### config.mk
export PLATFORM = sky130hd
export DESIGN_NAME = pad_bank_ctrl_flat
export DESIGN_NICKNAME = d
export VERILOG_FILES = /design/src/rtl/pad_ctrl_pkg.sv /design/src/rtl/pad_bank_ctrl_if.sv /design/src/rtl/pad_sync.sv /design/src/rtl/pad_bank_ctrl.sv /design/src/flat_wrapper.sv
export SDC_FILE = /design/constraint.sdc
export NUM_CORES = 1
export LEC_CHECK = 0
export BUFFER_PORTS_ARGS = -buffer_cell sky130_fd_sc_hd__buf_2
export CAP_MARGIN = 10
export CORE_UTILIZATION = 45
export CTS_CLUSTER_SIZE = 12
export DETAILED_ROUTE_END_ITERATION = 10
export PLACE_DENSITY_LB_ADDON = 0.08
export REMOVE_ABC_BUFFERS = 1
export SETUP_SLACK_MARGIN = 0.2
export SLEW_MARGIN = 5
export SYNTH_ARGS = -nofsm -noshare
export SYNTH_HDL_FRONTEND = slang
export SYNTH_HIERARCHICAL = 1
export SYNTH_SLANG_ARGS = --single-unit
### constraint.sdc
create_clock -name clk_i -period 1.8 [get_ports clk_i]
set_input_delay 0.18 -clock clk_i [delete_from_list [all_inputs] [get_ports clk_i]]
set_output_delay 0.18 -clock clk_i [all_outputs]
set_load 0.05 [all_outputs]
### src/rtl/pad_ctrl_pkg.sv
// Shared constants and types for the pad bank controller: register map, widths, reset values.
// Pure declarations; no logic, no timing.
package pad_ctrl_pkg;

  localparam int REG_W = 16;

  localparam logic [2:0] REG_OUT = 3'd0;
  localparam logic [2:0] REG_OE  = 3'd1;
  localparam logic [2:0] REG_PU  = 3'd2;
  localparam logic [2:0] REG_PD  = 3'd3;
  localparam logic [2:0] REG_SL  = 3'd4;
  localparam logic [2:0] REG_CS  = 3'd5;
  localparam logic [2:0] REG_SEL = 3'd6;
  localparam logic [2:0] REG_IN  = 3'd7;

  localparam logic [REG_W-1:0] RST_REG = '0;
  localparam logic [REG_W-1:0] RST_IE  = '1;

  typedef enum logic {ST_IDLE, ST_ACK} bus_state_t;

  // Replace one byte of a register word, leaving the other byte intact.
  function automatic logic [REG_W-1:0] byte_merge(input logic [REG_W-1:0] cur,
                                                  input logic hi,
                                                  input logic [7:0] wd);
    byte_merge = cur;
    if (hi) byte_merge[15:8] = wd;
    else    byte_merge[7:0]  = wd;
  endfunction

endpackage

### src/rtl/pad_bank_ctrl_if.sv
// Byte-wide register bus between the core and the pad bank controller.
// Strobes are single-cycle; the slave acks one cycle later with no wait states.
interface pad_bank_ctrl_if;
  logic [3:0] bus_addr;
  logic [7:0] bus_wdata;
  logic       bus_we;
  logic       bus_re;
  logic [7:0] bus_rdata;
  logic       bus_ack;

  modport master (output bus_addr, bus_wdata, bus_we, bus_re,
                  input  bus_rdata, bus_ack);
  modport slave  (input  bus_addr, bus_wdata, bus_we, bus_re,
                  output bus_rdata, bus_ack);
endinterface

### src/rtl/pad_sync.sv
// Two-flop synchronizer for asynchronous pad inputs, W bits wide, sync reset to 0.
// Latency 2 edges; no backpressure.
module pad_sync #(
  parameter int W = 16
) (
  input  logic         clk_i,
  input  logic         rst,
  input  logic [W-1:0] d,
  output logic [W-1:0] q
);

  logic [W-1:0] meta;

  always_ff @(posedge clk_i) begin
    if (rst) begin
      meta <= '0;
      q    <= '0;
    end else begin
      meta <= d;
      q    <= meta;
    end
  end

endmodule

### src/rtl/pad_bank_ctrl.sv
// 16-pin pad bank owner: config registers, CPU/alt-function ownership mux, registered pad drive.
// Pad outputs 1 cycle after a write or alt change; bus acks 1 cycle after the strobe, never stalls.
module pad_bank_ctrl
  import pad_ctrl_pkg::*;
#(
  parameter logic [REG_W-1:0] RST_SEL = 16'h0000
) (
  input  logic             clk_i,
  input  logic             rst,
  pad_bank_ctrl_if.slave   bus,
  input  logic [REG_W-1:0] alt_out,
  input  logic [REG_W-1:0] alt_oe,
  output logic [REG_W-1:0] alt_in,
  input  logic [REG_W-1:0] io_in,
  output logic [REG_W-1:0] io_out,
  output logic [REG_W-1:0] io_oe,
  output logic [REG_W-1:0] io_ie,
  output logic [REG_W-1:0] io_cs,
  output logic [REG_W-1:0] io_sl,
  output logic [REG_W-1:0] io_pu,
  output logic [REG_W-1:0] io_pd
);

  logic [2:0]       idx;
  logic             hi;
  logic [REG_W-1:0] out_q, oe_q, pu_q, pd_q, sl_q, cs_q, sel_q;
  logic [REG_W-1:0] out_n, oe_n, pu_n, pd_n, sl_n, cs_n, sel_n;
  logic [REG_W-1:0] in_sync;
  logic [REG_W-1:0] rd_word;
  logic [REG_W-1:0] drv_oe, drv_out;
  logic [7:0]       rdata_q;
  bus_state_t       state_q;

  assign idx = bus.bus_addr[3:1];
  assign hi  = bus.bus_addr[0];

  pad_sync #(.W(REG_W)) u_sync (
    .clk_i (clk_i),
    .rst   (rst),
    .d     (io_in),
    .q     (in_sync)
  );

  assign alt_in = in_sync;

  // Post-write register image, so pads reflect a write one cycle after its strobe.
  always_comb begin
    out_n = out_q;
    oe_n  = oe_q;
    pu_n  = pu_q;
    pd_n  = pd_q;
    sl_n  = sl_q;
    cs_n  = cs_q;
    sel_n = sel_q;
    if (bus.bus_we) begin
      case (idx)
        REG_OUT: out_n = byte_merge(out_q, hi, bus.bus_wdata);
        REG_OE:  oe_n  = byte_merge(oe_q,  hi, bus.bus_wdata);
        REG_PU:  pu_n  = byte_merge(pu_q,  hi, bus.bus_wdata);
        REG_PD:  pd_n  = byte_merge(pd_q,  hi, bus.bus_wdata);
        REG_SL:  sl_n  = byte_merge(sl_q,  hi, bus.bus_wdata);
        REG_CS:  cs_n  = byte_merge(cs_q,  hi, bus.bus_wdata);
        REG_SEL: sel_n = byte_merge(sel_q, hi, bus.bus_wdata);
        default: ;
      endcase
    end
  end

  always_comb begin
    case (idx)
      REG_OUT: rd_word = out_q;
      REG_OE:  rd_word = oe_q;
      REG_PU:  rd_word = pu_q;
      REG_PD:  rd_word = pd_q;
      REG_SL:  rd_word = sl_q;
      REG_CS:  rd_word = cs_q;
      REG_SEL: rd_word = sel_q;
      default: rd_word = in_sync;
    endcase
  end

  assign drv_oe  = (sel_n & alt_oe)  | (~sel_n & oe_n);
  assign drv_out = (sel_n & alt_out) | (~sel_n & out_n);

  always_ff @(posedge clk_i) begin
    if (rst) begin
      out_q   <= RST_REG;
      oe_q    <= RST_REG;
      pu_q    <= RST_REG;
      pd_q    <= RST_REG;
      sl_q    <= RST_REG;
      cs_q    <= RST_REG;
      sel_q   <= RST_SEL;
      state_q <= ST_IDLE;
      rdata_q <= '0;
      io_out  <= RST_REG;
      io_oe   <= RST_REG;
      io_ie   <= RST_IE;
      io_pu   <= RST_REG;
      io_pd   <= RST_REG;
      io_sl   <= RST_REG;
      io_cs   <= RST_REG;
    end else begin
      out_q   <= out_n;
      oe_q    <= oe_n;
      pu_q    <= pu_n;
      pd_q    <= pd_n;
      sl_q    <= sl_n;
      cs_q    <= cs_n;
      sel_q   <= sel_n;
      state_q <= (bus.bus_we || bus.bus_re) ? ST_ACK : ST_IDLE;
      if (bus.bus_re && !bus.bus_we) begin
        rdata_q <= hi ? rd_word[15:8] : rd_word[7:0];
      end
      io_out <= drv_out;
      io_oe  <= drv_oe;
      io_ie  <= ~drv_oe;
      // Pull-up wins a pull conflict; a driving pin gets no pulls at all.
      io_pu  <= pu_n & ~drv_oe;
      io_pd  <= pd_n & ~pu_n & ~drv_oe;
      io_sl  <= sl_n;
      io_cs  <= cs_n;
    end
  end

  // Reset landing in the ack cycle must cancel the ack immediately.
  assign bus.bus_ack   = (state_q == ST_ACK) && !rst;
  assign bus.bus_rdata = rdata_q;

endmodule

### src/flat_wrapper.sv
// flat-port wrapper written by rule: the top's interface ports become plain ports
module pad_bank_ctrl_flat import pad_ctrl_pkg::*;
#(
  parameter logic [REG_W-1:0] RST_SEL = 16'h0000
)
  (clk_i, rst, alt_out, alt_oe, alt_in, io_in, io_out, io_oe, io_ie, io_cs, io_sl, io_pu, io_pd, bus_bus_addr, bus_bus_wdata, bus_bus_we, bus_bus_re, bus_bus_rdata, bus_bus_ack);
  pad_bank_ctrl_if bus_i ();
  input  logic clk_i;
  input  logic rst;
  input  logic [REG_W-1:0] alt_out;
  input  logic [REG_W-1:0] alt_oe;
  output logic [REG_W-1:0] alt_in;
  input  logic [REG_W-1:0] io_in;
  output logic [REG_W-1:0] io_out;
  output logic [REG_W-1:0] io_oe;
  output logic [REG_W-1:0] io_ie;
  output logic [REG_W-1:0] io_cs;
  output logic [REG_W-1:0] io_sl;
  output logic [REG_W-1:0] io_pu;
  output logic [REG_W-1:0] io_pd;
  input wire logic [$bits(bus_i.bus_addr)-1:0] bus_bus_addr;
  input wire logic [$bits(bus_i.bus_wdata)-1:0] bus_bus_wdata;
  input wire logic [$bits(bus_i.bus_we)-1:0] bus_bus_we;
  input wire logic [$bits(bus_i.bus_re)-1:0] bus_bus_re;
  output wire logic [$bits(bus_i.bus_rdata)-1:0] bus_bus_rdata;
  output wire logic [$bits(bus_i.bus_ack)-1:0] bus_bus_ack;
  assign bus_i.bus_addr = bus_bus_addr;
  assign bus_i.bus_wdata = bus_bus_wdata;
  assign bus_i.bus_we = bus_bus_we;
  assign bus_i.bus_re = bus_bus_re;
  assign bus_bus_rdata = bus_i.bus_rdata;
  assign bus_bus_ack = bus_i.bus_ack;
  pad_bank_ctrl #(.RST_SEL(RST_SEL)) u_core (.clk_i(clk_i), .rst(rst), .bus(bus_i), .alt_out(alt_out), .alt_oe(alt_oe), .alt_in(alt_in), .io_in(io_in), .io_out(io_out), .io_oe(io_oe), .io_ie(io_ie), .io_cs(io_cs), .io_sl(io_sl), .io_pu(io_pu), .io_pd(io_pd));
endmodule
==> metrics.md, run 1 <==
| Metric | Value |
|---|---|
| Total number of vias | `8,849` |
| Syn Std Cell Area | `0.00923 sq mm` |
| I/O pin total | `201` |
| Worst min-delay path class | `input port to flop` |
| Source-to-sink clock delay at the later pin of the worst-skew pair | `0.53 ns` |
| Number of distinct standard cells referenced by the synthesized netlist | `49` |
| Highest net fanout along the worst path | `3` |
| Vias per cell | `5.49` |
| Number of setup buffers added after CTS | `0` |
| Hold Path Origin | `bus_bus_wdata[7]` |
| Grt ovf | `0` |
| Post-route DRC violation count | `0` |
| Filler cell count | `1,822` |
| Initial core utilization | `45.8%` |
| P_leak | `5.20 nW` |
| Number of cells in the design after placement | `1,532` |
| Slack of the worst reg-to-reg path | `0.27 ns` |
| Most common cell after layout, fill and taps aside | `dfxtp_1` |
| Width of the chip | `145 um` |
| Cell type contributing the most total cell area after synthesis | `dfxtp_1` |
| Initial DRT Pass Iterations | `6` |
| Top cells by area in the synthesized netlist | `dfxtp_1 51%, a21oi_1 6.5%, nand2_1 6.3%` |
| Drt total wl | `30.5 mm` |
| Crit Path Category | `flop to flop` |
| CTS max path bufs | `3` |
| Setup Total Neg Slack | `0 ns` |
| Number of global-route vias before repair | `8,303` |
| Critical path data required time | `2.19 ns` |
| Synth Instances | `1,041` |
| Utilization of the core after routing | `60.3%` |
| Layout Skew | `0.0236 ns` |
| Share of post-route cells with drive strength above 1 | `27.3%` |
| Count of warnings emitted by yosys | `6` |
| Area grow syn2layout | `31.9%` |
| Clock-pin transition on the worst setup and hold timing paths | `0.06 ns` |
| Initial detailed-routing violation count | `749` |
| Multi-input combinational cell area | `0.00423 sq mm` |
| Final Setup Violations | `0` |
| Setup repair after global routing missed its margin | `false` |
| Antenna diode count | `0` |
| PortBufs | `200` |
| Number of levels the H-tree was split into | `1` |
| Headroom to the max-slew limit | `63.5%` |
| Initial antenna violation count | `0` |
| Final HPWL DP | `21.4 mm` |
| Kind of capture point of the worst setup path | `flop` |
| Final Non-Filler Cells | `1,613` |
| Worst hold slack | `0.0419 ns` |
| Drt wl/cell | `18.9 um` |
| CTS root buffer | `clkbuf_16` |
| Crit path launch | `u_core/sel_q[7]` |
| Transition time of the tightest slew-check pin | `0.547 ns` |
| Number of nets in the final layout | `1,393` |
| Share of the synthesized area in the top cell type | `50.5%` |
| Y dimension of the die | `145 um` |
| CTS tree | `done` |
| Detail Route Antenna Nets | `0` |
| Peak supply drop | `0.000733 V` |
| Slew Viols, Final | `0` |
| Number of max-cap violations | `0` |
| Data arrival time of the critical path | `1.92 ns` |
| Global router's overall resource usage | `28.1%` |
| Tmin final | `1.53 ns` |
| Fmax achieved | `0.653 GHz` |
| Outcome | `finished, final reports clean` |
| # rows | `52` |
| Reg-to-reg startpoint | `u_core/sel_q[7]` |
| Cts bufs inserted | `25` |
| Share of the cycle needed by the critical path after routing | `85.1%` |
| Final std cell area, no fill | `0.0122 sq mm` |
| Clock net sink count | `233` |
| Maximum number of pins on one net before global-route repair | `60` |
| Area taken by flip-flops and latches | `0.00466 sq mm` |
| Global-route wire length before repair | `46.0 mm` |
| Areal power density over the cells | `924 mW/mm^2` |
| Placed inst area | `0.0110 sq mm` |
| Worst Setup Slack post-DPL | `-0.156 ns` |
| Synth Area per Inst | `8.87 sq um` |
| Last weighted congestion value of the routability-driven placer | `0.905` |
| Area of the placeable core | `0.0202 sq mm` |
| Setup slack of the critical path after layout | `0.269 ns` |
| Die outline area | `0.0211 sq mm` |
| Proportion of synthesized chip area in sequential cells | `50.5%` |
| Highest-count cells in the layout ignoring fill and taps | `233 x dfxtp_1, 199 x buf_2, 155 x nand2_1` |
| Endpoints failing hold | `0` |
| #FFs+latches synth | `233` |
| Total design power | `11.2 mW` |
| CP startpoint kind | `flop` |
[cell families (layout without fill, tap and decap cells)]
| logic type | count (synthesis) | after routing | share of synthesized area, % |
|---|---|---|---|
| AO/OA/AOI/OAI | 273 | 273 | 19.7 |
| flip-flops | 233 | 233 | 50.5 |
| multiplexers | 42 | 42 | 4.66 |
| buffers and inverters | 76 | 378 | 3.67 |
| AND/OR/NAND/NOR | 417 | 417 | 21.5 |
[cells in the mapped netlist, drive strengths merged]
cell    count
clkbuf     48
nand2b      5
mux2        8
nor2b      44
a21o        1
o221ai     19
a311oi      1
a221o       2
a31oi      10
o311a       1
or3         1
o22ai       7
and3b       1
and3       17
a21oi     120
or2        18
a22oi       8
nor2      115
mux2i      34
dfxtp     233
a41o       16
o221a      19
o21a        5
buf        26
nand3b      3
a221oi     11
o22a       16
nor3b       3
nand2     157
inv         2
o211ai      1
or3b        1
and2       34
nand3      18
o21ai      36
[worst max-delay path, stage by stage (launching register included)]
cell and delay, ns:
dfxtp_1 0.33, mux2_2 0.29, a221oi_1 0.25, a21oi_1 0.09
nor2_2 0.19, buf_4 0.15, o221ai_1 0.10
[routing by layer]
| metal | part of all wire (%) | up-vias | track usage (%) |
|---|---|---|---|
| li1 | - | 4231 | - |
| met1 | 42 | 4175 | 36.3 |
| met2 | 47 | 374 | 47.5 |
| met3 | 7.5 | 69 | 4.40 |
| met4 | 3.2 | 0 | 9.95 |
| met5 | 0 | - | 0 |
[power breakdown]
group / total, mW / internal (mW) / switching (mW)
Sequential: 5.33 / 5.27 / 0.0561
Combinational: 1.24 / 0.438 / 0.800
Clock: 4.69 / 2.65 / 2.03
Total: 11.2 / 8.36 / 2.89
[sequential cells by signal, summed over array words and instances (netlist names)]
name,cells
u_core/bus.bus_rdata,8
u_core/cs_q,16
u_core/io_ie,16
u_core/io_oe,16
u_core/io_out,16
u_core/io_pd,16
u_core/io_pu,16
u_core/oe_q,16
u_core/out_q,16
u_core/pd_q,16
u_core/pu_q,16
u_core/sel_q,16
u_core/sl_q,16
u_core/state_q,1
u_core/u_sync/meta,16
u_core/u_sync/q,16
[repair_timing]
action,in CTS,in global routing
hold buffers,40,0
gates resized for setup,1,0
setup endpoints to repair,1,0
hold endpoints to repair,40,0
[final timing paths]
path	end	depth (start not counted)
worst max-delay path	u_core/bus.bus_rdata[7]	6
worst min-delay path	u_core/sl_q[15]	3
worst max register to register	u_core/bus.bus_rdata[7]	6
worst min register to register	u_core/u_sync/q[12]	1
[final cells by class]
cell class,instances,share of cell area (%)
inverter,2,0.0617
sequential,233,38.3
clock inverter,6,0.247
multi-input combinational,732,34.7
clock buffer,35,5.70
timing repair buffer,335,18.1
tap,270,2.78
(Power assumes the default switching activity.)
==> run 2: changes to the inputs <==
--- a/config.mk
+++ b/config.mk
@@ -8,6 +8,7 @@
 export BUFFER_PORTS_ARGS = -buffer_cell sky130_fd_sc_hd__buf_2
 export CAP_MARGIN = 10
 export CORE_UTILIZATION = 45
+export CTS_BUF_LIST = sky130_fd_sc_hd__clkbuf_2
 export CTS_CLUSTER_SIZE = 12
 export DETAILED_ROUTE_END_ITERATION = 10
 export PLACE_DENSITY_LB_ADDON = 0.08
==> metrics.md, run 2 (synthesis results as in run 1) <==
| Metric | Value |
|---|---|
| Outcome | `finished, final reports clean` |
| P_leak | `5.82 nW` |
| Number of cells on the worst reg-to-reg path | `6` |
| Post-route DRC violation count | `0` |
| Last weighted congestion value of the routability-driven placer | `0.905` |
| Worst Setup Slack post-DPL | `-0.156 ns` |
| Clock-pin transition on the worst setup and hold timing paths | `0.11 ns` |
| Slack of the worst reg-to-reg path | `0.23 ns` |
| Clock net sink count | `233` |
| Highest net fanout along the worst path | `1` |
| Critical path cell sequence | `nor2b_4 -> buf_6` |
| Share of post-route cells with drive strength above 1 | `36.6%` |
| Headroom to the max-slew limit | `59.5%` |
| Endpoints failing hold | `0` |
| Endpoint of the worst hold path | `u_core/oe_q[8]` |
| Final Non-Filler Cells | `1,750` |
| Final Setup Violations | `0` |
| Final HPWL DP | `21.4 mm` |
| Areal power density over the cells | `734 mW/mm^2` |
| Area grow syn2layout | `48.9%` |
| I/O pin total | `201` |
| Share of the cycle needed by the critical path after routing | `89.3%` |
| Critical path data required time | `1.62 ns` |
| Global router's overall resource usage | `30.2%` |
| Number of global-route vias before repair | `9,100` |
| Layout Skew | `0.0456 ns` |
| CP startpoint kind | `flop` |
| PortBufs | `200` |
| Source-to-sink clock delay at the later pin of the worst-skew pair | `0.83 ns` |
| CTS root buffer | `clkbuf_2` |
| Transition time of the tightest slew-check pin | `0.606 ns` |
| Data arrival time of the critical path | `1.43 ns` |
| CTS max path bufs | `3` |
| Maximum number of pins on one net before global-route repair | `60` |
| Slew Viols, Final | `0` |
| Worst min-delay path class | `input port to flop` |
| Slowest cell on the critical path | `dfxtp_2` |
| Initial antenna violation count | `1` |
| Final std cell area, no fill | `0.0137 sq mm` |
| Most common cell after layout, fill and taps aside | `nand2_1` |
| # rows | `52` |
| Vias per cell | `5.38` |
| Number of nets in the final layout | `1,503` |
| Worst Hold Depth | `6` |
| Drt total wl | `32.7 mm` |
| Multi-input combinational cell area | `0.00424 sq mm` |
| Hold Path Origin | `bus_bus_addr[0]` |
| Highest-count cells in the layout ignoring fill and taps | `155 x nand2_1, 153 x buf_4, 142 x dfxtp_1` |
| Setup repair after global routing missed its margin | `true` |
| Placed inst area | `0.0110 sq mm` |
| Initial detailed-routing violation count | `878` |
| Filler cell count | `1,636` |
| Utilization of the core after routing | `68.1%` |
| Drt wl/cell | `18.7 um` |
| Number of cells in the design after placement | `1,532` |
| Setup Total Neg Slack | `0 ns` |
| Total design power | `10.1 mW` |
| Grt ovf | `0` |
| Global-route wire length before repair | `49.4 mm` |
| Area taken by flip-flops and latches | `0.00485 sq mm` |
| Peak supply drop | `0.000586 V` |
| Setup slack of the critical path after layout | `0.192 ns` |
| Die outline area | `0.0211 sq mm` |
| Kind of capture point of the worst setup path | `primary output` |
| Cts bufs inserted | `57` |
| Number of levels the H-tree was split into | `2` |
| Area of the placeable core | `0.0202 sq mm` |
| Reg-to-reg startpoint | `u_core/cs_q[4]` |
| Fmax achieved | `0.622 GHz` |
| CTS tree | `done` |
| Initial DRT Pass Iterations | `5` |
| Biggest cell delay along the critical path | `0.33 ns` |
| Initial core utilization | `45.8%` |
| Crit Reg-Reg Endpoint | `u_core/bus.bus_rdata[4]` |
| Y dimension of the die | `145 um` |
| Width of the chip | `145 um` |
| Worst hold slack | `0.0987 ns` |
| Number of max-cap violations | `0` |
| Total number of vias | `9,422` |
| Tmin final | `1.61 ns` |
| Crit Path Category | `flop to primary output` |
| Detail Route Antenna Nets | `0` |
[run 2: cell count changes in the layout (fill, tap and decap cells not counted), moves of 25 or more]
cell,before,now
clkbuf_16,25,0
buf_6,1,54
buf_8,0,49
clkbuf_2,0,84
buf_2,199,62
dlygate4sd3_1,40,87
dfxtp_1,233,142
buf_4,88,153
dfxtp_4,0,30
dfxtp_2,0,61
[run 2: power breakdown]
part           total (mW)  internal (mW)  switching [mW]
clock                3.34           1.23            2.10
sequential           5.30           5.23          0.0708
combinational        1.45          0.612           0.834
total                10.1           7.08            3.01
[run 2: area by class of cell]
type                            count  share of cell area, %
Sequential cell                   233                   35.3
Multi-Input combinational cell    732                   30.9
Timing Repair Buffer              413                   27.8
Clock buffer                       84                   3.06
Tap cell                          270                   2.46
Clock inverter                     15                  0.410
Inverter                            2                 0.0546
Antenna cell                        1                 0.0182
[run 2: critical path, delay by kind of cell, from the launching register on]
| kind | cells | cell delay, ns |
|---|---|---|
| buffers and inverters | 1 | 0.16 |
| DFF | 1 | 0.33 |
| and+or+nand+nor | 1 | 0.13 |
[run 2: metal layers]
layer  vias up  routed length, um  track usage [%]
met5         -                  0                0
met4         0                916             11.9
met3        69               2610             7.14
met2       439              16000             51.4
met1      4429              13100             36.6
li1       4485                  -                -
[run 2: worst max-delay path by stage]
stage	slack [ns]	cells past startpoint	from	to
final	0.19	2	u_core/state_q	bus_bus_ack
after global routing	0.11	2	u_core/state_q	bus_bus_ack
after CTS	0.11	2	u_core/state_q	bus_bus_ack
after detailed placement	-0.16	6	bus_bus_addr[2]	u_core/bus.bus_rdata[4]
after global placement	-0.13	9	bus_bus_addr[2]	u_core/bus.bus_rdata[7]
after floorplan	-0.1	5	bus_bus_addr[2]	u_core/io_out[4]
[run 2: repair_timing]
action | 4_1_cts | 5_1_grt
endpoints found under the hold margin | 231 | 0
hold buffers | 87 | 0
gates resized for setup | 357 | 56
pin swaps | 0 | 4
endpoints found under the setup margin | 136 | 80
buffers inserted | 28 | 3
cloned | 0 | 0
==> run 3: changes to the inputs <==
==> constraint.sdc (replaced) <==
create_clock -name clk_i -period 1.3 [get_ports clk_i]
set_input_delay 0.13 -clock clk_i [delete_from_list [all_inputs] [get_ports clk_i]]
set_output_delay 0.13 -clock clk_i [all_outputs]
set_load 0.05 [all_outputs]
==> metrics.md, run 3 (synthesis results as in run 1) <==
| Metric | Value |
|---|---|
| Critical path cell sequence | `nor2b_4 -> buf_8` |
| Net switching fraction of the power | `30.4%` |
| Post-route DRC violation count | `0` |
| CTS root buffer | `clkbuf_2` |
| Area grow syn2layout | `66.7%` |
| Source-to-sink clock delay at the later pin of the worst-skew pair | `0.85 ns` |
| CTS max path bufs | `3` |
| Cts bufs inserted | `57` |
| Width of the chip | `145 um` |
| Worst hold slack | `0.0530 ns` |
| Endpoint of the worst hold path | `u_core/oe_q[0]` |
| Placed inst area | `0.0116 sq mm` |
| Setup slack of the critical path after layout | `-0.330 ns` |
| Worst min-delay path class | `input port to flop` |
| Layout Skew | `0.0320 ns` |
| Clock net sink count | `233` |
| Endpoints failing hold | `0` |
| Share of the cycle needed by the critical path after routing | `125%` |
| Last weighted congestion value of the routability-driven placer | `0.907` |
| Slack of the worst reg-to-reg path | `-0.17 ns` |
| Final std cell area, no fill | `0.0154 sq mm` |
| Violated checks | `setup timing` |
| Number of nets in the final layout | `1,603` |
| Transition time of the tightest slew-check pin | `0.579 ns` |
| Slowest cell on the critical path | `dfxtp_2` |
| Outcome | `finished with violations` |
| Slew Viols, Final | `0` |
| Most common cell after layout, fill and taps aside | `buf_4` |
| Worst Hold Depth | `6` |
| Internal power | `9.92 mW` |
| Clock power frac | `32.3%` |
| Maximum number of pins on one net before global-route repair | `74` |
| Drt wl/cell | `19.7 um` |
| Headroom to the max-slew limit | `61.4%` |
| PortBufs | `200` |
| WP buf/inv | `1` |
| Biggest cell delay along the critical path | `0.35 ns` |
| Highest net fanout along the worst path | `1` |
| Data arrival time of the critical path | `1.50 ns` |
| I/O pin total | `201` |
| Number of cells on the worst reg-to-reg path | `6` |
| Crit Path Category | `flop to primary output` |
| Final Setup Violations | `144` |
| Clock-pin transition on the worst setup and hold timing paths | `0.10 ns` |
| Hold Path Origin | `bus_bus_addr[1]` |
| Crit Reg-Reg Endpoint | `u_core/bus.bus_rdata[4]` |
| Kind of capture point of the worst setup path | `primary output` |
| Area of the placeable core | `0.0202 sq mm` |
| Sequential share of power | `51.5%` |
| Global router's overall resource usage | `33.0%` |
| Y dimension of the die | `145 um` |
| Initial core utilization | `45.8%` |
| Drt total wl | `36.5 mm` |
| Worst path top cell family by delay | `flip-flops` |
| GRT met1 Usage | `40.3%` |
| Highest-count cells in the layout ignoring fill and taps | `199 x buf_4, 149 x nand2_1, 123 x dfxtp_2` |
| Tmin final | `1.63 ns` |
| Peak supply drop | `0.000695 V` |
| Number of max-cap violations | `0` |
| Initial DRT Pass Iterations | `5` |
| Detail Route Antenna Nets | `0` |
| Setup repair after global routing missed its margin | `true` |
| Busiest grt layer | `met2` |
| Total number of cells along the worst setup path | `2` |
| Critical path data required time | `1.17 ns` |
| Total net switching power | `4.34 mW` |
| CP startpoint kind | `flop` |
| P_leak | `6.51 nW` |
| Number of global-route vias before repair | `9,983` |
| Reg-to-reg startpoint | `u_core/cs_q[4]` |
| Number of levels the H-tree was split into | `2` |
| Total design power | `14.3 mW` |
| Die outline area | `0.0211 sq mm` |
| Share of post-route cells with drive strength above 1 | `49.1%` |
| Grt ovf | `0` |
| Global-route track usage on met2 | `55.9%` |
| Power share of the combinational group | `16.2%` |
| Fmax achieved | `0.614 GHz` |
| Initial detailed-routing violation count | `765` |
| Areal power density over the cells | `927 mW/mm^2` |
| Global routing usage on met3 | `6.48%` |
| Global-route wire length before repair | `54.2 mm` |
| # rows | `52` |
| Vias per cell | `5.52` |
| Initial antenna violation count | `1` |
| Total number of vias | `10,200` |
| CTS tree | `done` |
| Crit path launch | `u_core/state_q` |
| Final HPWL DP | `22.2 mm` |
run 3: cell count changes in the layout (fill, tap and decap cells not counted), sizes merged:
cell,previous run,this run
clkinv,14,15
clkbuf,85,82
dlymetal6s2s,0,1
dlygate4sd3,87,82
buf,325,429
run 3: power groups by stage:
stage,clock network (mW),logic [mW],registers [mW]
2_1_floorplan,0,0.443,7.84
3_3_place_gp,0,1.69,7.52
3_5_place_dp,0,1.70,7.52
4_1_cts,4.66,2.15,7.35
5_1_grt,5.13,2.40,7.37
6_report,4.61,2.31,7.35
run 3: how the worst max path moves through the flow:
| stage | to | slack (ns) |
|---|---|---|
| floorplan | u_core/io_out[2] | -0.55 |
| global placement | u_core/bus.bus_rdata[4] | -0.51 |
| detailed placement | u_core/bus.bus_rdata[4] | -0.56 |
| CTS | bus_bus_ack | -0.34 |
| global route | bus_bus_ack | -0.43 |
| finish | bus_bus_ack | -0.33 |
run 3: timing repair:
action,CTS,global route
pin swaps,30,27
setup endpoints to repair,193,250
endpoints found under the hold margin,230,1
resized for setup,583,93
setup buffers,50,14
hold buffers,83,1
run 3: tightest hold or removal path, cell delays in order:
cell and delay (ns):
buf_2 0.20, nand2b_2 0.16, buf_4 0.16, nor2_8 0.07
nand2_2 0.07, a21oi_1 0.06
run 3: final cells by class:
cell class,count,area (sq um)
repair buffers,513,4960
flip-flops and latches,233,4950
fillers,1413,4790
multi-input cells,732,4650
clock buffers,81,405
well taps,270,338
clock inverters,16,62.6
inverters,2,7.51
diodes,1,2.50
run 3: metrics by stage:
stage / setup TNS [ns] / worst slack, ns / util (%) / std cells
2_1_floorplan: -32.59 / -0.548 / - / 967
3_3_place_gp: -53.25 / -0.511 / 57.5 / 1602
3_5_place_dp: -59.25 / -0.559 / 57.5 / 1602
4_1_cts: -34.56 / -0.344 / 74.0 / 1832
5_1_grt: -35.19 / -0.425 / 76.3 / 1848
6_report: -24.45 / -0.330 / 76.3 / 1848
run 3: per-layer routing:
metal	vias to the layer above	share of wire, %
li1	4680	-
met1	4873	40
met2	519	49
met3	123	7.1
met4	0	4.2
met5	-	0
